## config.mk

```make
export PLATFORM = sky130hd
export DESIGN_NAME = bch73_decode_ctrl
export DESIGN_NICKNAME = d
export VERILOG_FILES = /design/src/rtl/bch73_decode_ctrl.sv
export SDC_FILE = /design/constraint.sdc
export NUM_CORES = 1
export LEC_CHECK = 0
export ABC_AREA = 0
export BUFFER_PORTS_ARGS = -buffer_cell sky130_fd_sc_hd__buf_4
export CORE_MARGIN = 5
export CORE_UTILIZATION = 40
export CTS_CLUSTER_SIZE = 24
export DETAILED_ROUTE_END_ITERATION = 7
export GPL_TIMING_DRIVEN = 0
export MAX_ROUTING_LAYER = met4
export PLACE_DENSITY_LB_ADDON = 0.1
export RECOVER_POWER = 50
export SKIP_LAST_GASP = 1
export SYNTH_ARGS = -nofsm -noshare
export SYNTH_HDL_FRONTEND = slang
export SYNTH_SLANG_ARGS = --single-unit
```

## constraint.sdc

```tcl
create_clock -name clk -period 5 [get_ports clk]
set_clock_uncertainty 0.15 [all_clocks]
set_input_delay 0.25 -clock clk [delete_from_list [all_inputs] [get_ports clk]]
set_output_delay 0.25 -clock clk [all_outputs]
set_load 0.03 [all_outputs]
```

## src/rtl/bch73_decode_ctrl.sv

```systemverilog
// Error-trapping sequencer for an external (73,37) BCH syndrome stage; BCHCTL_STATS_EN adds block counters.
// Result 2 edges after accept plus 2 per rotation; one block in flight, in_ready only in IDLE, result held until out_ready.
module bch73_decode_ctrl #(
  parameter int MAX_ROT = 73,
  parameter int CNT_W   = 16
) (
  input  logic             clk,
  input  logic             reset,
  input  logic             in_valid,
  output logic             in_ready,
  input  logic [36:0]      in_m,
  input  logic [35:0]      in_p,
  output logic [36:0]      sg_m,
  output logic [35:0]      sg_p,
  input  logic [35:0]      sg_s,
  input  logic             sg_flag,
  output logic             out_valid,
  input  logic             out_ready,
  output logic [36:0]      out_m,
  output logic [1:0]       out_nerr,
  output logic             out_fail,
  output logic [CNT_W-1:0] stat_corr,
  output logic [CNT_W-1:0] stat_fail
);

  typedef enum logic [1:0] {S_IDLE, S_WAIT, S_CHECK, S_DONE} state_t;

  state_t      state_q, state_d;
  logic [72:0] cw_q, cw_d;
  logic [36:0] orig_m_q, orig_m_d;
  logic [6:0]  rot_cnt_q, rot_cnt_d;
  logic [36:0] out_m_q, out_m_d;
  logic [1:0]  nerr_q, nerr_d;
  logic        fail_q, fail_d;

  logic [5:0]  s_wt;
  logic [1:0]  s_nerr;
  logic [72:0] corr_w;
  logic [72:0] unrot_w;
  logic        last_rot;

  // Weight of the trapped syndrome; anything above 3 is clamped.
  always_comb begin
    s_wt = '0;
    for (int i = 0; i < 36; i++) begin
      s_wt = s_wt + {5'b0, sg_s[i]};
    end
    s_nerr = (s_wt > 6'd3) ? 2'd3 : s_wt[1:0];
  end

  // Correct in the rotated frame, then undo rot_cnt left rotations with a log-depth right rotator.
  always_comb begin
    corr_w  = cw_q ^ {37'b0, sg_s};
    unrot_w = corr_w;
    for (int i = 0; i < 7; i++) begin
      if (rot_cnt_q[i]) begin
        unrot_w = (unrot_w >> (1 << i)) | (unrot_w << (73 - (1 << i)));
      end
    end
  end

  assign last_rot = (rot_cnt_q == 7'(MAX_ROT - 1));

  always_comb begin
    state_d   = state_q;
    cw_d      = cw_q;
    orig_m_d  = orig_m_q;
    rot_cnt_d = rot_cnt_q;
    out_m_d   = out_m_q;
    nerr_d    = nerr_q;
    fail_d    = fail_q;
    case (state_q)
      S_IDLE: begin
        if (in_valid) begin
          cw_d      = {in_m, in_p};
          orig_m_d  = in_m;
          rot_cnt_d = '0;
          state_d   = S_WAIT;
        end
      end
      S_WAIT: begin
        state_d = S_CHECK;
      end
      S_CHECK: begin
        if (sg_flag) begin
          out_m_d = unrot_w[72:36];
          nerr_d  = s_nerr;
          fail_d  = 1'b0;
          state_d = S_DONE;
        end else if (last_rot) begin
          out_m_d = orig_m_q;
          nerr_d  = 2'd0;
          fail_d  = 1'b1;
          state_d = S_DONE;
        end else begin
          cw_d      = {cw_q[71:0], cw_q[72]};
          rot_cnt_d = rot_cnt_q + 7'd1;
          state_d   = S_WAIT;
        end
      end
      S_DONE: begin
        if (out_ready) begin
          state_d = S_IDLE;
        end
      end
      default: begin
        state_d = S_IDLE;
      end
    endcase
  end

  always_ff @(posedge clk) begin
    if (reset) begin
      state_q   <= S_IDLE;
      cw_q      <= '0;
      orig_m_q  <= '0;
      rot_cnt_q <= '0;
      out_m_q   <= '0;
      nerr_q    <= '0;
      fail_q    <= 1'b0;
    end else begin
      state_q   <= state_d;
      cw_q      <= cw_d;
      orig_m_q  <= orig_m_d;
      rot_cnt_q <= rot_cnt_d;
      out_m_q   <= out_m_d;
      nerr_q    <= nerr_d;
      fail_q    <= fail_d;
    end
  end

  assign in_ready  = (state_q == S_IDLE);
  assign out_valid = (state_q == S_DONE);
  assign sg_m      = cw_q[72:36];
  assign sg_p      = cw_q[35:0];
  assign out_m     = out_m_q;
  assign out_nerr  = nerr_q;
  assign out_fail  = fail_q;

`ifdef BCHCTL_STATS_EN
  logic [CNT_W-1:0] stat_corr_q, stat_corr_d;
  logic [CNT_W-1:0] stat_fail_q, stat_fail_d;
  logic             done_hs;

  assign done_hs = (state_q == S_DONE) && out_ready;

  // Counters stick at all-ones rather than wrapping.
  always_comb begin
    stat_corr_d = stat_corr_q;
    stat_fail_d = stat_fail_q;
    if (done_hs) begin
      if ((nerr_q != 2'd0) && (stat_corr_q != '1)) begin
        stat_corr_d = stat_corr_q + 1'b1;
      end
      if (fail_q && (stat_fail_q != '1)) begin
        stat_fail_d = stat_fail_q + 1'b1;
      end
    end
  end

  always_ff @(posedge clk) begin
    if (reset) begin
      stat_corr_q <= '0;
      stat_fail_q <= '0;
    end else begin
      stat_corr_q <= stat_corr_d;
      stat_fail_q <= stat_fail_d;
    end
  end

  assign stat_corr = stat_corr_q;
  assign stat_fail = stat_fail_q;
`else
  assign stat_corr = '0;
  assign stat_fail = '0;
`endif

endmodule

```

==> results of run 1 <==
==> registers in the layout, indices dropped and copies added, names as in the netlist <==
signal     flops
state_q        2
out_m         37
out_fail       1
cw_q          73
orig_m_q      37
out_nerr       2
rot_cnt_q      7
==> cells in the mapped netlist, drive strengths merged, types with 8 or more instances <==
| master | instances |
|---|---|
| nand2 | 144 |
| nand2b | 9 |
| xor2 | 30 |
| buf | 83 |
| dfxtp | 159 |
| mux2 | 51 |
| nor3 | 22 |
| o21ai | 37 |
| fa | 28 |
| a211oi | 96 |
| and3 | 8 |
| ha | 10 |
| inv | 56 |
| nor2 | 173 |
| or3 | 8 |
| o211ai | 11 |
| o22ai | 17 |
| mux4 | 89 |
| clkbuf | 88 |
| nor2b | 13 |
| mux2i | 143 |
| nand3 | 17 |
| a211o | 14 |
| a31oi | 9 |
| a22oi | 52 |
| and2 | 11 |
| a21o | 9 |
| a21oi | 62 |
| xnor2 | 32 |
==> metrics by stage <==
| step | utilization, % | power (mW) |
|---|---|---|
| after global routing | 49.2 | 5.50 |
| after detailed placement | 47.0 | 3.76 |
| after floorplan | - | 2.93 |
| after CTS | 50.3 | 5.19 |
| final | 49.2 | 5.24 |
| after global placement | 47.0 | 3.75 |
==> placed cells by master (no fill, tap or decap), types with 22 or more instances in the layout <==
cell type	count
o21ai_0	35
nor3_1	22
fa_1	27
dlygate4sd3_1	58
buf_4	151
xor2_1	30
mux4_2	77
nor2_1	171
a22oi_1	52
buf_2	22
conb_1	32
inv_1	50
mux2_2	50
xnor2_1	32
dfxtp_1	159
a211oi_1	95
clkbuf_1	204
mux2i_1	143
a21oi_1	62
nand2_1	144
==> critical path, stage by stage, from the launching register on <==
cell	delay, ns
dfxtp_1	0.37
buf_4	0.20
inv_2	0.11
buf_4	0.22
buf_2	0.26
buf_2	0.28
buf_2	0.29
ha_1	0.24
nor2b_1	0.14
and3_1	0.16
o21ai_2	0.43
and2_1	0.20
buf_2	0.35
clkbuf_2	0.44
clkbuf_1	0.49
nor2_1	0.09
a211oi_1	0.21
==> area by class of cell <==
class,count,area [um^2]
buffer,171,860
clock inverter,10,126
inverter,56,210
tap,461,577
fill,3525,17900
timing repair buffer,284,1850
clock buffer,20,467
multi-input combinational,1235,10100
antenna,2,5.00
sequential,159,3180
==> routing by layer <==
| layer | vias up | global-route usage, % |
|---|---|---|
| li1 | 6539 | - |
| met1 | 7617 | 52.6 |
| met2 | 1002 | 52.7 |
| met3 | 160 | 9.55 |
| met4 | 0 | 12.5 |
| met5 | - | - |
==> what timing repair did <==
action | in CTS | in global routing
gates cloned | 0 | 0
endpoints found under the hold margin | 68 | 0
endpoints found under the setup margin | 14 | 61
hold buffers | 58 | 0
gates resized for setup | 1 | 6
pin swaps | 0 | 3
==> kinds of logic after synthesis <==
group	Yosys count
buffers and inverters	227
AND/OR/NAND/NOR	427
other	1
adder cells (fa/ha/maj)	38
multiplexers	283
flip-flops	159
AO/OA/AOI/OAI	393
XOR/XNOR	62
==> worst min-delay path by stage <==
stage	slack, ns	endpoint
floorplan	0.24	orig_m_q[0]
global placement	0.31	orig_m_q[30]
detailed placement	0.31	orig_m_q[30]
CTS	0.0006	cw_q[35]
global route	0.01	cw_q[26]
finish	0.009	cw_q[16]
==> power groups by stage <==
stage | sequential (mW) | clock (mW) | combinational, mW
global route | 1.55 | 1.46 | 2.49
finish | 1.54 | 1.41 | 2.28
detailed placement | 1.56 | 0 | 2.19
global placement | 1.56 | 0 | 2.18
CTS | 1.54 | 1.41 | 2.24
floorplan | 1.62 | 0 | 1.31
==> qor.yml, run 1 <==
synthesis:
  ys_warn_count: 0
  synth_compound_area_share_pct: 19.8
  postSynthCellCount: 1590
  synthXorXnorAreaFrac_pct: 3.82
  synthMuxAreaShare_pct: 28.6
  ys.flop_type: "dfxtp_1"
  synthAdderAreaFrac_pct: 4.83
  syn_area_per_cell_um2: 8.93
  synth_edf_count: 0
  async_reset_ff_share_pct: 0
  synthTopCellsByArea: "dfxtp_1 (22%), mux4_2 (12%), mux2i_1 (10%), a211oi_1 (5.0%), nor2_1 (4.6%)"
  synth_area_um2: 14200
  ys_seq_area_share_pct: 22.4
  synth_top_area_cell: "dfxtp_1"
  yosys.area_share.simple_pct: 13.0
  synthDistinctLibCells: 75
  synth_top_area_share_pct: 22.4
  synth_top_family_by_area: "multiplexers"
  synth-seq-cells: 159
power_and_ir_drop:
  p_seq_share_pct: 29.4
  pwr-share-comb_pct: 43.6
  power_density_nw_per_um2: 302
  static-leakage-power_nw: 7.22
  ir_drop_mv: 0.295
  intPower_mw: 3.03
  clkPwrFrac_pct: 27.0
  p_sw_share_pct: 42.2
  p_sw_mw: 2.21
sta:
  period_share_pct: 95.2
  setup_tns_ns: 0
  finalSetupViolations: 0
  whs_ns: 0.00923
  slew_viol_final: 0
  worst_pin_slew_ns: 1.16
  clock.fmax_mhz: 210
  rsz0062_at_grt: "false"
  relSlewSlack_pct: 21.4
  period_needed_ns: 4.76
  final_hold_viol_count: 0
  worst_slack_ns: 0.239
critical_path:
  worstPathArrival_ns: 4.99
  timing.rr.end: "cw_q[55]"
  cp-endpoint: "cw_q[55]"
  critPathLaunchType: "flip-flop"
  cp_max_fo: 10
  r2r_start: "rot_cnt_q[0]"
  cp-end-kind: "flip-flop"
  worst-setup-path-type: "flip-flop to flip-flop"
  crit_start: "rot_cnt_q[0]"
  reg2regPathDepth: 16
  critical_path_required_ns: 5.23
  rrSetupSlack_ns: 0.24
grt:
  grt_max_degree: 17
  antenna_found_initial: 2
  grt_pass1_wl_um: 105000
  grt-ovfl-total: 0
  grt_pass1_vias: 14700
  track_usage_pct: 37.4
place:
  dp_cells: 2308
  place_congestion: 1.06
  post-dp-hpwl_um: 58300
  placed_area_um2: 16600
  portBuffers: 226
  dp_slack_ns: -0.340
hold_path:
  holdPathStages: 3
  hp-class: "input pin to flip-flop"
  hp-start: "in_p[16]"
drt:
  firstDrtPassIters: 7
  drt_iter0_drc: 1970
  drt-met1-wl_um: 30500
  routed-wl-met3_um: 8670
  routed.top_layer: "met4"
  wl_per_cell_um: 30.4
  antenna_left: 0
  wl_met2_um: 30900
  vias: 15300
  wl_um: 72900
  vias_per_cell: 6.39
  drc: 0
finish:
  drive_gt1_share_pct: 18.6
  nets: 2076
  design_area_um2: 17400
  areaGrowthSynthToFinish_pct: 22.3
  instances_no_fill: 2398
floorplanning:
  dieHeight_um: 198
  initial_utilization_pct: 40.2
  dieArea_um2: 39400
  coreArea_um2: 35300
  die_x_um: 198
  pin_count: 261
  fp-row-count: 69
clock_network:
  clock-sinks: 159
  clk_latency_ns: 0.47
  cts_root_buf: "clkbuf_16"
  cts_buffers: 17
  htreeDepth: 4
  clk_path_buf_depth: 2
  post_cts_buffers: 0
  cts_tree: "done"
  path_clk_slew_ns: 0.08
run:
  cap_violations: 0
outcome:
  status: "completed"
Note: power is estimated with default switching activity, not from simulation.
==> run 2: changes to the inputs <==
Clock period 5 ns to 3.85 ns, I/O delays scaled along.
==> run 2 against run 1 <==
The flow now finishes with violations (negative setup slack). Cell count increased by 0.96%. Setup slack got worse by 0.84 ns. Critical path type is now input pin to flip-flop. Combinational power is 40% higher. Largest power group unchanged.
==> qor.yml, run 2 (synthesis gave the netlist of run 1 again) <==
outcome:
  status: "complete, but fails checks"  # was completed
  violations: "negative setup slack"
critical_path:
  critical_path_required_ns: 4.01  # was 5.23 ns
  cp_max_fo: 2  # was 10
  worstPathArrival_ns: 4.61  # was 4.99 ns
  crit_chain: "buf_4, fa_1, fa_1, fa_1, fa_1, fa_1, inv_1, fa_1, inv_1, ha_2, inv_2, fa_2, a2111oi_4, a21o_1, nand3_2, nor2_2, nor3_1"  # was buf_4, inv_2, buf_4, buf_2, buf_2, buf_2, ha_1, nor2b_1, and3_1, o21ai_2, and2_1, buf_2, clkbuf_2, clkbuf_1, nor2_1, a211oi_1
  max_stage_delay_ns: 0.63  # was 0.49 ns
  critPathLaunchType: "input pin"  # was flip-flop
  crit_family: "adder cells"  # was buffers and inverters
  worst-setup-path-type: "input pin to flip-flop"  # was flip-flop to flip-flop
  critPathBufInv: 4  # was 9
  cpMaxStageDelayCell: "fa_1"  # was clkbuf_1
  cp_common_cell: "fa_1"  # was buf_2
  cp-end-kind: "flip-flop"  # unchanged
grt:
  antenna_found_initial: 0  # was 2
  grt_pass1_wl_um: 106000  # was 105,000 um
  grt-ovfl-total: 0  # unchanged
  grt_pass1_vias: 14800  # was 14,700
  grt_max_degree: 20  # was 17
  track_usage_pct: 37.8  # was 37.4%
floorplanning:
  pin_count: 261  # unchanged
  coreArea_um2: 35300  # unchanged
  dieHeight_um: 198  # unchanged
  die_x_um: 198  # unchanged
  fp-row-count: 69  # unchanged
  dieArea_um2: 39400  # unchanged
  initial_utilization_pct: 40.2  # unchanged
finish:
  areaGrowthSynthToFinish_pct: 25.5  # was 22.3%
  fill_cells: 3460  # was 3,525
  layout_commonest_cell: "buf_4"  # was clkbuf_1
  largest-register: "cw_q"  # unchanged
  largest_register_ffs: 73  # unchanged
  diodes: 0  # was 2
  drive_gt1_share_pct: 22.2  # was 18.6%
  instances_no_fill: 2421  # was 2,398
  final_cell_mix: "buf_4 (176), nor2_1 (170), clkbuf_1 (159), dfxtp_1 (159), nand2_1 (144)"  # was clkbuf_1 (204), nor2_1 (171), dfxtp_1 (159)
  nets: 2099  # was 2,076
  design_area_um2: 17800  # was 17,400 um^2
hold_path:
  hp-class: "input pin to flip-flop"  # unchanged
sta:
  rsz0062_at_grt: "true"  # was false
  period_share_pct: 116
  clock.fmax_mhz: 225
  period_needed_ns: 4.45
  relSlewSlack_pct: 24.4  # was 21.4%
  worst_slack_ns: -0.601  # was 0.239 ns
  final_hold_viol_count: 0  # unchanged
  worst_pin_slew_ns: 1.13  # was 1.16 ns
  slew_viol_final: 0  # unchanged
  finalSetupViolations: 86  # was 0
drt:
  drt_iter0_drc: 1927  # was 1,970
  antenna_left: 0  # unchanged
  vias_per_cell: 6.41  # was 6.39
  vias: 15500  # was 15,300
  wl_per_cell_um: 30.5  # was 30.4 um
  drc: 0  # unchanged
  wl_um: 73900  # was 72,900 um
  firstDrtPassIters: 6  # was 7
power_and_ir_drop:
  static-leakage-power_nw: 7.49  # was 7.22 nW
  ir_drop_mv: 0.322  # was 0.295 mV
  power_density_nw_per_um2: 392  # was 302 nW/um^2
  totalPowerFinal_mw: 6.99  # was 5.24 mW
clock_network:
  cts_buffers: 17  # unchanged
  clock-sinks: 159  # unchanged
  clk_latency_ns: 0.47  # about the same
  htreeDepth: 4  # unchanged
  clk_path_buf_depth: 2  # unchanged
  path_clk_slew_ns: 0.08  # about the same
  cts_root_buf: "clkbuf_16"  # unchanged
  cts_tree: "done"  # unchanged
place:
  dp_slack_ns: -1.25  # was -0.340 ns
  place_congestion: 1.03  # was 1.06
  dp_cells: 2309  # was 2,308
  portBuffers: 226  # unchanged
  placed_area_um2: 16600  # about the same
  post-dp-hpwl_um: 58600  # was 58,300 um
run:
  cap_violations: 0  # unchanged
==> run 2: cell count changes in the layout (fill, tap and decap cells not counted), moves of 7 or more <==
cell	before	now
clkbuf_2	1	23
clkinv_8	0	7
clkbuf_1	204	159
dlygate4sd3_1	58	72
buf_4	151	176
==> run 2: power by group <==
| group | internal [mW] | switching (mW) | total, mW |
|---|---|---|---|
| logic | 1.28 | 1.91 | 3.19 |
| registers | 1.76 | 0.239 | 2.00 |
| clock network | 0.883 | 0.912 | 1.80 |
==> run 2: worst min-delay path: stages <==
cell,delay [ns]
buf_4,0.11
mux2i_1,0.18
a211oi_1,0.10
==> run 2: what timing repair did <==
item | CTS | global route
setup buffers | 6 | 2
endpoints found under the setup margin | 121 | 118
resized for setup | 50 | 22
hold endpoints to repair | 108 | 0
hold buffers | 72 | 0
pin swaps | 7 | 1
==> run 2: per-stage QoR <==
step,TNS (ns),hold slack (ns),utilization [%]
after floorplan,-1.50,0.178,-
after global placement,-110.41,0.304,47.0
after detailed placement,-111.11,0.310,47.1
after CTS,-24.13,0.000102,51.4
after global routing,-30.38,0.0103,50.5
final,-23.85,0.0102,50.5
==> run 2: worst paths after layout <==
check / start / endpoint / slack [ns] / cells after the start
worst max-delay path: sg_s[5] / out_nerr[1] / -0.60 / 17
worst min-delay path: in_p[23] / cw_q[23] / 0.01 / 3
worst max register to register: rot_cnt_q[0] / cw_q[53] / -0.43 / 16
worst min register to register: orig_m_q[30] / orig_m_q[30] / 0.32 / 2
==> run 2: cell type report <==
| cell class | instances | area [um^2] | area share [%] |
|---|---|---|---|
| clock buffer | 17 | 425 | 2.39 |
| clock inverter | 15 | 191 | 1.07 |
| multi-input combinational | 1235 | 10200 | 57.0 |
| timing repair buffer | 307 | 2160 | 12.1 |
| buffer | 171 | 908 | 5.10 |
| inverter | 56 | 213 | 1.19 |
| sequential | 159 | 3180 | 17.9 |
| tap | 461 | 577 | 3.24 |
==> run 2: layer usage <==
metal  part of all wire, %  track usage, %  up-vias
li1                      -               -     6595
met1                    42            52.8     7734
met2                    43            55.2     1017
met3                    11            8.60      177
met4                   3.8            11.1        0
met5                     0               -        -
==> run 3: changes to the inputs <==
Settings changed: BUFFER_PORTS_ARGS -buffer_cell sky130_fd_sc_hd__buf_4 to -buffer_cell sky130_fd_sc_hd__buf_2, GPL_ROUTABILITY_DRIVEN from default to 0.
==> run 3 against run 2 <==
The run ends with design-rule violations, negative setup slack left. Sequential cell count unchanged. Non-clock buffer count down 1. Global-route usage down 3.4 points. Routed wire length down 8.3%. Die area unchanged. First-iteration DRC count up 12%. Cell count unchanged. Register-to-register slack better by 0.07 ns. Critical path depth up 2. Worst hold slack better by 0.021 ns. Combinational power about the same. Power down 1.1%. Critical endpoint unchanged.
==> qor.yml, run 3 (synthesis gave the netlist of run 1 again) <==
sta:
  period_needed_ns: 4.49  # was 4.45 ns
  period_share_pct: 117  # was 116%
  setup_tns_ns: -15.81  # was -23.85 ns
  relSlewSlack_pct: 23.8  # was 24.4%
  finalSetupViolations: 79  # was 86
  worst_pin_slew_ns: 1.14  # was 1.13 ns
  final_hold_viol_count: 0  # unchanged
  rsz0062_at_grt: "true"  # unchanged
  clock.fmax_mhz: 223  # was 225 MHz
  slew_viol_final: 0  # unchanged
  worst_slack_ns: -0.637  # was -0.601 ns
drt:
  firstDrtPassIters: 8  # was 6
  drt_iter0_drc: 2150  # was 1,927
  drc: 2  # was 0
  wl_um: 67700  # was 73,900 um
  vias_per_cell: 6.42  # was 6.41
  antenna_left: 0  # unchanged
  vias: 15500  # about the same
  wl_per_cell_um: 28.0  # was 30.5 um
hold_path:
  hp-class: "input pin to flip-flop"  # unchanged
grt:
  track_usage_pct: 34.4  # was 37.8%
  grt_pass1_vias: 14900  # was 14,800
  grt-ovfl-total: 0  # unchanged
  antenna_found_initial: 2  # was 0
  grt_max_degree: 17  # was 20
  grt_pass1_wl_um: 98000  # was 106,000 um
place:
  dp_slack_ns: -1.21  # was -1.25 ns
  placed_area_um2: 16000  # was 16,600 um^2
  portBuffers: 226  # unchanged
  dp_cells: 2308  # was 2,309
  post-dp-hpwl_um: 53200  # was 58,600 um
run:
  cap_violations: 0  # unchanged
floorplanning:
  pin_count: 261  # unchanged
  fp-row-count: 69  # unchanged
  die_x_um: 198  # unchanged
  dieHeight_um: 198  # unchanged
  coreArea_um2: 35300  # unchanged
  initial_utilization_pct: 40.2  # unchanged
  dieArea_um2: 39400  # unchanged
clock_network:
  clk_path_buf_depth: 2  # unchanged
  cts_root_buf: "clkbuf_16"  # unchanged
  htreeDepth: 4  # unchanged
  path_clk_slew_ns: 0.07  # was 0.08 ns
  cts_tree: "done"  # unchanged
  clk_latency_ns: 0.46  # was 0.47 ns
  cts_buffers: 17  # unchanged
  clock-sinks: 159  # unchanged
outcome:
  status: "complete, but fails checks"  # unchanged
  violations: "design-rule violations, negative setup slack"  # was negative setup slack
power_and_ir_drop:
  power_density_nw_per_um2: 396  # was 392 nW/um^2
  totalPowerFinal_mw: 6.92  # was 6.99 mW
  ir_drop_mv: 0.433  # was 0.322 mV
  static-leakage-power_nw: 7.38  # was 7.49 nW
critical_path:
  critical_path_required_ns: 4.02  # was 4.01 ns
  worst-setup-path-type: "input pin to flip-flop"  # unchanged
  worstPathArrival_ns: 4.66  # was 4.61 ns
  critPathLaunchType: "input pin"  # unchanged
  cp-end-kind: "flip-flop"  # unchanged
  cp_max_fo: 2  # unchanged
finish:
  instances_no_fill: 2421  # unchanged
  largest_register_ffs: 73  # unchanged
  largest-register: "cw_q"  # unchanged
  final_cell_mix: "nor2_1 (170), clkbuf_1 (163), dfxtp_1 (159)"  # was buf_4 (176), nor2_1 (170), clkbuf_1 (159), dfxtp_1 (159), nand2_1 (144)
  design_area_um2: 17500  # was 17,800 um^2
  areaGrowthSynthToFinish_pct: 22.9  # was 25.5%
  fill_cells: 3442  # was 3,460
  nets: 2098  # was 2,099
  layout_commonest_cell: "nor2_1"  # was buf_4
  drive_gt1_share_pct: 21.8  # was 22.2%
[run 3: changes by cell type in the layout (fill, tap and decap cells not counted), sizes merged]
cell | before | now
dlygate4sd3 | 72 | 73
clkinv | 8 | 4
diode | 0 | 2
inv | 61 | 59
buf | 223 | 218
clkinvlp | 2 | 3
clkbuf | 200 | 205
bufinv | 0 | 2
[run 3: layer usage]
layer / routed length, um / global-route usage [%] / up-vias
met5: 0 / - / -
met4: 3700 / 14.5 / 0
met3: 8830 / 10.7 / 281
met2: 28700 / 49.2 / 1146
met1: 26500 / 45.2 / 7526
li1: - / - / 6592
[run 3: power by group]
group / internal, mW / switching, mW / leakage (nW)
Clock: 0.955 / 0.781 / 0.272
Combinational: 1.27 / 1.90 / 5.80
Sequential: 1.76 / 0.239 / 1.31
Total: 3.99 / 2.92 / 7.38
[run 3: final timing paths]
| check | start | end | slack [ns] | cells past startpoint |
|---|---|---|---|---|
| setup / recovery | sg_s[1] | out_nerr[1] | -0.64 | 19 |
| hold / removal | in_valid | state_q[0] | 0.03 | 4 |
| setup reg to reg | rot_cnt_q[0] | cw_q[51] | -0.36 | 16 |
| hold reg to reg | orig_m_q[30] | orig_m_q[30] | 0.32 | 2 |
[run 3: final cells by class]
class                      instances  area [um^2]  share of cell area (%)
multi-input combinational       1235        10200                    58.2
sequential                       159         3180                    18.2
timing repair buffer             306         1840                    10.5
buffer                           171          906                    5.19
tap                              461          577                    3.30
clock buffer                      19          433                    2.48
inverter                          56          213                    1.22
clock inverter                    12          135                   0.774
antenna                            2         5.00                  0.0287
[run 3: stage by stage]
stage / hold WS (ns) / util [%]
floorplan: 0.178 / -
global placement: 0.300 / 45.4
detailed placement: 0.303 / 45.4
CTS: 0.0275 / 49.5
global route: 0.0612 / 49.4
finish: 0.0309 / 49.4
[run 3: critical path, cell delays in order]
cell	delay, ns
buf_4	0.10
inv_2	0.04
fa_1	0.51
inv_1	0.05
fa_1	0.47
fa_1	0.55
fa_1	0.43
fa_1	0.49
inv_1	0.05
fa_1	0.48
inv_1	0.09
ha_2	0.20
inv_2	0.04
fa_2	0.35
a2111oi_4	0.19
a21o_1	0.13
nand3_2	0.09
nor2_2	0.15
nor3_1	0.05
[run 3: timing repair]
item | CTS | global route
pin swaps | 4 | 7
hold buffers | 73 | 0
endpoints found under the hold margin | 109 | 0
setup endpoints to repair | 120 | 118
resized for setup | 37 | 40
buffers inserted | 6 | 1
